==> src/rtl/memory_bus_pkg.sv <==
// Shared types and constants for the memory bus responder: FSM states,
// store width encoding, byte-strobe masks and the store alignment rule.
package memory_bus_pkg;

  localparam int DATA_W = 32;

  typedef enum logic [1:0] {
    IDLE       = 2'b00,
    LOAD_WAIT  = 2'b01,
    STORE_WAIT = 2'b10,
    RESPOND    = 2'b11
  } state_e;

  typedef enum logic [1:0] {
    WIDTH_BYTE    = 2'b00,
    WIDTH_HALF    = 2'b01,
    WIDTH_WORD    = 2'b10,
    WIDTH_ILLEGAL = 2'b11
  } width_e;

  localparam logic [3:0] STRB_BYTE = 4'b0001;
  localparam logic [3:0] STRB_HALF = 4'b0011;
  localparam logic [3:0] STRB_WORD = 4'b1111;

  // Stores that cannot be expressed as a single aligned lane access are faulted.
  function automatic logic store_misaligned(input logic [1:0] width,
                                            input logic [1:0] addr_lo);
    case (width)
      WIDTH_BYTE: return 1'b0;
      WIDTH_HALF: return addr_lo[0];
      WIDTH_WORD: return (addr_lo != 2'b00);
      default:    return 1'b1;
    endcase
  endfunction

endpackage

==> src/rtl/store_lane_aligner.sv <==
// Combinational byte-strobe and write-data lane placement for stores.
module store_lane_aligner
  import memory_bus_pkg::*;
(
  input  logic [1:0]        width,
  input  logic [1:0]        addr_lo,
  input  logic [DATA_W-1:0] data,
  output logic [3:0]        wstrb,
  output logic [DATA_W-1:0] wdata
);

  always_comb begin
    wstrb = '0;
    wdata = '0;
    case (width)
      WIDTH_BYTE: begin
        wstrb = STRB_BYTE << addr_lo;
        wdata = {4{data[7:0]}};
      end
      WIDTH_HALF: begin
        wstrb = STRB_HALF << {addr_lo[1], 1'b0};
        wdata = {2{data[15:0]}};
      end
      WIDTH_WORD: begin
        wstrb = STRB_WORD;
        wdata = data;
      end
      default: ;
    endcase
  end

endmodule

==> src/rtl/memory_bus_responder.sv <==
// Load/store master-to-memory responder FSM (IDLE, LOAD_WAIT, STORE_WAIT, RESPOND).
// Optional watchdog on memory waits enabled by defining BUS_TIMEOUT_EN.
module memory_bus_responder
  import memory_bus_pkg::*;
#(
  parameter int unsigned TIMEOUT_CYCLES = 255
) (
  input  logic              clk_i,
  input  logic              rst_i,
  input  logic              flush_i,
  input  logic              ld_request_i,
  input  logic [DATA_W-1:0] ld_address_i,
  output logic [DATA_W-1:0] ld_data_o,
  output logic              ld_valid_o,
  output logic              ld_error_o,
  input  logic              st_request_i,
  input  logic [DATA_W-1:0] st_address_i,
  input  logic [DATA_W-1:0] st_data_i,
  input  logic [1:0]        st_width_i,
  output logic              st_done_o,
  output logic              st_error_o,
  output logic              mem_req_o,
  output logic              mem_we_o,
  output logic [DATA_W-1:0] mem_addr_o,
  output logic [DATA_W-1:0] mem_wdata_o,
  output logic [3:0]        mem_wstrb_o,
  input  logic              mem_ready_i,
  input  logic              mem_rvalid_i,
  input  logic [DATA_W-1:0] mem_rdata_i
);

  if (TIMEOUT_CYCLES == 0 || TIMEOUT_CYCLES > 65535) begin : g_bad_timeout
    $error("TIMEOUT_CYCLES must be in 1..65535");
  end

  state_e            state, state_next;
  logic              is_load, is_load_next;
  logic              drop, drop_next;
  logic              ready_seen, ready_seen_next;
  logic              err, err_next;
  logic              accept_ld, accept_st;
  logic              ld_data_we;
  logic [DATA_W-1:0] ld_data_next;
  logic [DATA_W-1:0] addr_q, wdata_q;
  logic [1:0]        width_q;
  logic [3:0]        strb_aligned;
  logic [DATA_W-1:0] wdata_aligned;
  logic              timeout_hit;

`ifdef BUS_TIMEOUT_EN
  localparam logic [15:0] TMO_LIMIT = 16'(TIMEOUT_CYCLES);
  logic [15:0] tmo_cnt;

  // Counts cycles spent in either wait state; restarts on every new wait.
  always_ff @(posedge clk_i) begin
    if (rst_i) begin
      tmo_cnt <= '0;
    end else if (state == LOAD_WAIT || state == STORE_WAIT) begin
      tmo_cnt <= tmo_cnt + 16'd1;
    end else begin
      tmo_cnt <= '0;
    end
  end

  assign timeout_hit = ((tmo_cnt + 16'd1) == TMO_LIMIT);
  assign ld_error_o  = ld_valid_o & err;
`else
  assign timeout_hit = 1'b0;
  assign ld_error_o  = 1'b0;
`endif

  always_comb begin
    state_next      = state;
    is_load_next    = is_load;
    drop_next       = drop;
    ready_seen_next = ready_seen;
    err_next        = err;
    accept_ld       = 1'b0;
    accept_st       = 1'b0;
    ld_data_we      = 1'b0;
    ld_data_next    = mem_rdata_i;
    case (state)
      IDLE: begin
        drop_next       = 1'b0;
        ready_seen_next = 1'b0;
        err_next        = 1'b0;
        // A flushed load is not taken; a pending store may still go this cycle.
        if (ld_request_i && !flush_i) begin
          accept_ld    = 1'b1;
          is_load_next = 1'b1;
          state_next   = LOAD_WAIT;
        end else if (st_request_i) begin
          accept_st    = 1'b1;
          is_load_next = 1'b0;
          if (store_misaligned(st_width_i, st_address_i[1:0])) begin
            err_next   = 1'b1;
            state_next = RESPOND;
          end else begin
            state_next = STORE_WAIT;
          end
        end
      end
      LOAD_WAIT: begin
        if (flush_i)     drop_next       = 1'b1;
        if (mem_ready_i) ready_seen_next = 1'b1;
        if ((ready_seen || mem_ready_i) && mem_rvalid_i) begin
          state_next = RESPOND;
          ld_data_we = !(drop || flush_i);
        end else if (timeout_hit) begin
          state_next   = RESPOND;
          err_next     = 1'b1;
          ld_data_we   = !(drop || flush_i);
          ld_data_next = '0;
        end
      end
      STORE_WAIT: begin
        if (mem_ready_i) begin
          ready_seen_next = 1'b1;
          state_next      = RESPOND;
        end else if (timeout_hit) begin
          err_next   = 1'b1;
          state_next = RESPOND;
        end
      end
      RESPOND: state_next = IDLE;
      default: state_next = IDLE;
    endcase
  end

  always_ff @(posedge clk_i) begin
    if (rst_i) begin
      state      <= IDLE;
      is_load    <= 1'b0;
      drop       <= 1'b0;
      ready_seen <= 1'b0;
      err        <= 1'b0;
      ld_data_o  <= '0;
    end else begin
      state      <= state_next;
      is_load    <= is_load_next;
      drop       <= drop_next;
      ready_seen <= ready_seen_next;
      err        <= err_next;
      if (ld_data_we) ld_data_o <= ld_data_next;
    end
  end

  // Request fields are captured on acceptance and held for the whole transaction.
  always_ff @(posedge clk_i) begin
    if (accept_ld) begin
      addr_q <= ld_address_i;
    end else if (accept_st) begin
      addr_q  <= st_address_i;
      wdata_q <= st_data_i;
      width_q <= st_width_i;
    end
  end

  store_lane_aligner u_aligner (
    .width   (width_q),
    .addr_lo (addr_q[1:0]),
    .data    (wdata_q),
    .wstrb   (strb_aligned),
    .wdata   (wdata_aligned)
  );

  assign mem_req_o   = (state == LOAD_WAIT || state == STORE_WAIT) && !ready_seen;
  assign mem_we_o    = mem_req_o && (state == STORE_WAIT);
  assign mem_addr_o  = mem_req_o ? {addr_q[DATA_W-1:2], 2'b00} : '0;
  assign mem_wstrb_o = mem_we_o ? strb_aligned : 4'b0000;
  assign mem_wdata_o = mem_we_o ? wdata_aligned : '0;

  assign ld_valid_o = (state == RESPOND) && is_load && !drop && !flush_i;
  assign st_done_o  = (state == RESPOND) && !is_load;
  assign st_error_o = st_done_o && err;

endmodule
==> config.mk <==
export PLATFORM = sky130hd
export DESIGN_NAME = memory_bus_responder
export DESIGN_NICKNAME = d
export VERILOG_FILES = /design/src/rtl/memory_bus_pkg.sv /design/src/rtl/store_lane_aligner.sv /design/src/rtl/memory_bus_responder.sv
export SDC_FILE = /design/constraint.sdc
export NUM_CORES = 1
export LEC_CHECK = 0
export CORE_ASPECT_RATIO = 1.75
export CORE_MARGIN = 1
export CORE_UTILIZATION = 45
export CTS_CLUSTER_DIAMETER = 30
export CTS_CLUSTER_SIZE = 28
export DETAILED_ROUTE_END_ITERATION = 10
export DONT_BUFFER_PORTS = 1
export GPL_TIMING_DRIVEN = 0
export PLACE_DENSITY = 0.58
export SYNTH_ARGS = -nofsm -noshare
export SYNTH_HDL_FRONTEND = slang
export SYNTH_HIERARCHICAL = 1
export SYNTH_SLANG_ARGS = --single-unit
==> constraint.sdc <==
create_clock -name clk_i -period 5.63 [get_ports clk_i]
set_input_delay 1.126 -clock clk_i [delete_from_list [all_inputs] [get_ports clk_i]]
set_output_delay 1.126 -clock clk_i [all_outputs]
set_load 0.02 [all_outputs]
==> impl_metrics.ini, run 1 <==
[pwr]
total_leakage_power_nw = 1.91
vdd_drop_max_v = 0.000207
cellPowerDensity_nw_per_um2 = 465

[placed_design]
dp.cells = 583
dp_hpwl_mm = 8.74
gp_congestion = 0.770
pre_cts_slack_ns = 2.35
port_buffers = 0

[final_layout]
area_delta_synth_final_pct = 9.47
instances_no_fill = 599
fin_util_pct = 51.2
drive_above_1_share_pct = 12.9
fill_cells = 969
nets = 608
n_antenna_cell = 0
seq_area_um2 = 2740
multi_input_area_um2 = 1890

[yosys]
ys.flop_type = edfxtp_1
synth_cell_types = 35
synth-warning-count = 6
ys_seq_elements = 104
yosysSeqAreaShare_pct = 56.6
synth_cells = 454
ys_async_sr_fraction_pct = 0
syn_area_per_cell_um2 = 10.7
netlist_area_um2 = 4850
synth_edf_count = 66

[routing]
drtPass1Iterations = 4
drtAntennaViolNets = 0
drc = 0
via_per_inst = 5.38
wl_per_cell_um = 18.7
wl_mm = 11.2
num_vias = 3225
dr.first_iter.drc_count = 116

[timing]
tightest_slew_ns = 0.811
post-route-period-util_pct = 59.8
setup_viol = 0
fin_ws_ns = 2.27
final-hold-violation-count = 0
skew_ns = 0.00995
rsz0062_at_grt = no
period_needed_ns = 3.36
maxSlewViolCount = 0
max_slew_margin_pct = 45.9
clock.fmax_ghz = 0.297
finalSetupTns_ns = 0
holdWs_ns = 0.476

[die]
io_pins = 243
rows = 49
start_util_pct = 46.8
die-area_um2 = 11200
die_x_um = 80.5
fp.dieH_um = 139
core_um2 = 10400

[cts]
cts_max_level = 3
clk_latency_ns = 0.34
cts_tree = done
clkTransAtPathRegs_ns = 0.07
ctsLongestPathBuffers = 2
cts_hold_buf = 0
cts_setup_buffers = 0
root_buffer = clkbuf_16
cts_made_buffers = 9
clkSinkCount = 104
ctsResizeCount = 0

[worst_setup_path]
critPathMaxFanout = 10
r2r-start = state[1]
r2r_slack_ns = 3.32
critPathLaunchType = register
cp.arrival_ns = 2.24
cp-startpoint = state[0]
worstRegToRegCells = 7
cp-end-kind = output pin
crit_required_ns = 4.50
critical_path_class = register to output pin

[run_status]
status = finished, final reports clean

[global_route]
grt_use_total_pct = 19.9
antenna_found_initial = 0
grt_start_max_net_pins = 36
met1_usage_pct = 19.0
grt_use_met3_pct = 6.30
use_met2_pct = 37.8
grt_pass1_vias = 3257
overflow = 0
grt_pass1_wl_mm = 16.5
gr-max-usage-layer = met2

[hold_path]
worstHoldPathCells = 2
min_from = is_load
hold_path_class = register to register

[job]
maxCapViolCount = 0
-- worst max-delay path, stage by stage (launching register included) --
cell      delay (ns)
dfxtp_1         0.33
inv_1           0.10
ha_1            0.16
and2b_1         0.12
clkbuf_1        0.29
clkbuf_1        0.52
and2_1          0.36
-- routing by layer --
metal  wire length (um)  vias to the layer above
li1                   -                     1566
met1               3800                     1501
met2               6280                      143
met3                920                       15
met4                205                        0
met5                  0                        -
-- final cells by class --
cell class	instances	area share [%]
Tap cell	127	2.99
Inverter	4	0.283
Multi-Input combinational cell	316	35.6
Clock buffer	12	4.86
Clock inverter	4	0.589
Sequential cell	104	51.7
Buffer	32	4.01
-- placed cells by master (no fill, tap or decap), drive strengths merged --
master    Yosys  routed
and2         75      75
or2           1       1
nand2        81      81
a21oi        58      58
a21o          8       8
nor2          6       6
clkinvlp      0       1
or4b          1       1
conb          1       3
inv           4       7
and3          1       1
nor4b         1       1
o21a          2       2
clkbuf       13      25
o32ai         1       1
mux2i         1       1
nor2b        11      11
ha            4       4
o2111ai       1       1
buf          19      19
nand2b        2       2
dfxtp        38      38
mux2         32      32
o21ai        20      20
nor3          2       2
o31ai         1       1
edfxtp       66      66
and2b         3       3
a22oi         1       1
-- power by group --
group,leakage (nW),switching [mW],internal [mW]
Sequential,0.933,0.0646,0.998
Clock,0.139,0.274,0.331
Combinational,0.840,0.568,0.233
Total,1.91,0.906,1.56
-- path summary, 6_finish.rpt --
| check | endpoint |
|---|---|
| min reg2reg | is_load |
| max reg2reg | addr_q[31] |
| max | mem_wdata_o[27] |
| min | is_load |
-- flip-flops by register name, summed over array words and instances (netlist names) --
| signal | flops |
|---|---|
| is_load | 1 |
| ld_data_o | 32 |
| ready_seen | 1 |
| wdata_q | 32 |
| width_q | 2 |
| err | 1 |
| addr_q | 32 |
| state | 2 |
| drop | 1 |
-- stage by stage --
step / power [mW] / cell area (um2)
after global routing: 2.60 / 5310
after floorplan: 1.73 / 4850
final: 2.47 / 5310
after detailed placement: 1.90 / 5010
after global placement: 1.88 / 5010
after CTS: 2.50 / 5300
-- Yosys cell counts (2+ instances only) --
library cell | number | share of area, %
mux2_1 | 9 | 2.1
dfxtp_1 | 38 | 16
o21ai_0 | 13 | 1.3
mux2_2 | 23 | 5.3
edfxtp_1 | 66 | 41
o21a_1 | 2 | 0.31
buf_2 | 7 | 0.72
ha_1 | 4 | 1.0
nor2_1 | 6 | 0.46
buf_6 | 8 | 1.9
and2_1 | 75 | 9.7
buf_4 | 3 | 0.46
nor3_1 | 2 | 0.21
o21ai_1 | 7 | 0.72
clkbuf_1 | 12 | 0.93
nand2_1 | 81 | 6.3
inv_1 | 4 | 0.31
a21oi_1 | 58 | 6.0
and2b_1 | 3 | 0.46
a21o_1 | 8 | 1.2
nor2b_1 | 11 | 1.4
-- kinds of logic (layout without fill, tap and decap cells) --
logic type      after synthesis  in the layout  synth area share (%)
simple gates                184            184                  19.7
flops                       104            104                  56.6
compound gates               92             92                  10.3
buf+inv                      36             52                  4.70
mux                          33             33                  7.64
fa+ha+maj                     4              4                  1.03
other cells                   1              3                0.0774
(Power assumes the default switching activity.)
==> run 2: changes to the inputs <==
==> constraint.sdc (replaced) <==
create_clock -name clk_i -period 3.4 [get_ports clk_i]
set_input_delay 0.68 -clock clk_i [delete_from_list [all_inputs] [get_ports clk_i]]
set_output_delay 0.68 -clock clk_i [all_outputs]
set_load 0.02 [all_outputs]
==> results of run 2 <==
The final DEF is identical to that of run 1. Status: finished, final reports clean.
Main changes from that run: setup slack after placement 2.35 ns -> 0.564 ns; setup slack after layout 2.27 ns -> 0.481 ns; hold slack 0.476 ns -> 0.429 ns; register-to-register setup slack 3.32 ns -> 1.09 ns; end point of the worst hold path is_load -> wdata_q[8]; total power 2.47 mW -> 4.09 mW; worst IR drop on VDD 0.000207 V -> 0.000343 V
==> RTL edit, RTL diff (flow settings as in run 1) <==
Add a define of `BUS_TIMEOUT_EN`.
--- a/src/rtl/memory_bus_responder.sv
+++ b/src/rtl/memory_bus_responder.sv
@@ -1,5 +1,7 @@
 // Load/store master-to-memory responder FSM (IDLE, LOAD_WAIT, STORE_WAIT, RESPOND).
 // Optional watchdog on memory waits enabled by defining BUS_TIMEOUT_EN.
+`define BUS_TIMEOUT_EN
+
 module memory_bus_responder
   import memory_bus_pkg::*;
 #(
Function: same outputs for any inputs over 4 cycles, from zero or initial values and one cycle with rst_i high; that may be too few to reach the edited logic, so the function may still have changed.
==> RTL edit against run 1 <==
- final cell count is 38% higher
- worst hold slack better by 0.0070 ns
- global-route usage is 2.8 points higher
- synthesized area is 29% higher
- wire length is 49% higher
- final area is 34% higher
- maximum frequency is 13% lower
- sequential share of layout area is 8.7 points lower
- worst setup slack worse by 0.50 ns
- clock skew is 0.0017 ns lower
- sequential cell count is 16 higher
- via count is 53% higher
- register-to-register slack worse by 0.57 ns
- power is 17% higher
- critical path type unchanged
- largest power group unchanged
==> RTL edit: results (changes against run 1) <==
| Metric | Value |
|---|---|
| P_seq | `1.15 mW (was 1.06 mW)` |
| Synth Area in Adders | `1.198% (was 1.033%)` |
| DRT iter0 DRCs | `257 (was 116)` |
| Worst R2R Start | `tmo_cnt[2] (was state[1])` |
| Post-placement worst setup slack | `2.153 ns (was 2.348 ns)` |
| Maximum vdd drop | `0.0002579 V (was 0.0002074 V)` |
| Vias in the first global route | `4,818 (was 3,257)` |
| Leak Pwr | `2.562 nW (was 1.912 nW)` |
| Total wire length | `16,650 um (was 11,210 um)` |
| Crit path from | `state[1] (was state[0])` |
| Fin crit share | `68.68% (was 59.77%)` |
| Clk Latency, worst-skew pair | `0.41 ns (was 0.34 ns)` |
| CP endpoint | `mem_addr_o[13] (was mem_wdata_o[27])` |
| WHS Endpoint | `drop (was is_load)` |
| WHS | `0.4830 ns (was 0.4760 ns)` |
| Worst stage delay on the critical path | `0.41 ns (was 0.52 ns)` |
| Worst Skew | `0.008279 ns (was 0.009952 ns)` |
| Status | `finished clean (unchanged)` |
| Flop pwr share | `39.8% (was 43.0%)` |
| Post-synthesis mux area share | `6.090% (was 7.641%)` |
| Post-Synthesis Cells | `621 (was 454)` |
| Post-route insts no fill | `828 (was 599)` |
| Inst Count DP | `796 (was 583)` |
| First-pass GRT wire length | `25,260 um (was 16,490 um)` |
| Register area share after synthesis | `48.88% (was 56.58%)` |
| Netlist cell types | `51 (was 35)` |
| Layout cells sized above 1 | `12.69% (was 12.92%)` |
| Hold_sp | `drop (was is_load)` |
| Compound-Gate Fraction of Synth Area | `18.37% (was 10.27%)` |
| Gpl congestion | `0.8574 (was 0.7696)` |
| Slew Limit Headroom | `40.72% (was 45.94%)` |
| DR vias/cell | `5.952 (was 5.384)` |
| Dpl cell area | `6496 um^2 (was 5015 um^2)` |
| Tot GR Track Use | `22.73% (was 19.90%)` |
| # nets final | `784 (was 608)` |
| Most area-consuming cells after synthesis | `edfxtp_1 (32%), dfxtp_1 (17%), and2_1 (7.4%) (was edfxtp_1 (41%), dfxtp_1 (16%), and2_1 (9.7%))` |
| Clock Pin Slew Worst Setup and Hold Paths | `0.05 ns (was 0.07 ns)` |
==> RTL edit: per-layer routing <==
| layer | global-route usage (%) | up-vias | share of wire, % | wire length [um] |
|---|---|---|---|---|
| li1 | - | 2332 | - | - |
| met1 | 23.71 | 2385 | 37 | 6200 |
| met2 | 42.24 | 190 | 54 | 9049 |
| met3 | 7.205 | 21 | 6.6 | 1097 |
| met4 | 8.617 | 0 | 1.8 | 305 |
| met5 | 0 | - | 0 | 0 |
==> RTL edit: logic make-up after synthesis <==
family                   count (synthesis)
XOR/XNOR                                12
flip-flops                             120
AO/OA/AOI/OAI                          173
multiplexers                            34
buffers and inverters                   61
adder cells (fa/ha/maj)                  6
other                                    1
AND/OR/NAND/NOR                        214
==> RTL edit: area by class of cell <==
class                   count  area (um^2)
fillers                  1250         6400
clock inverters            14        197.7
plain buffers              51        232.7
well taps                 174        217.7
multi-input cells         441         2945
clock buffers              18        429.2
flip-flops and latches    120         3063
inverters                  10        37.54
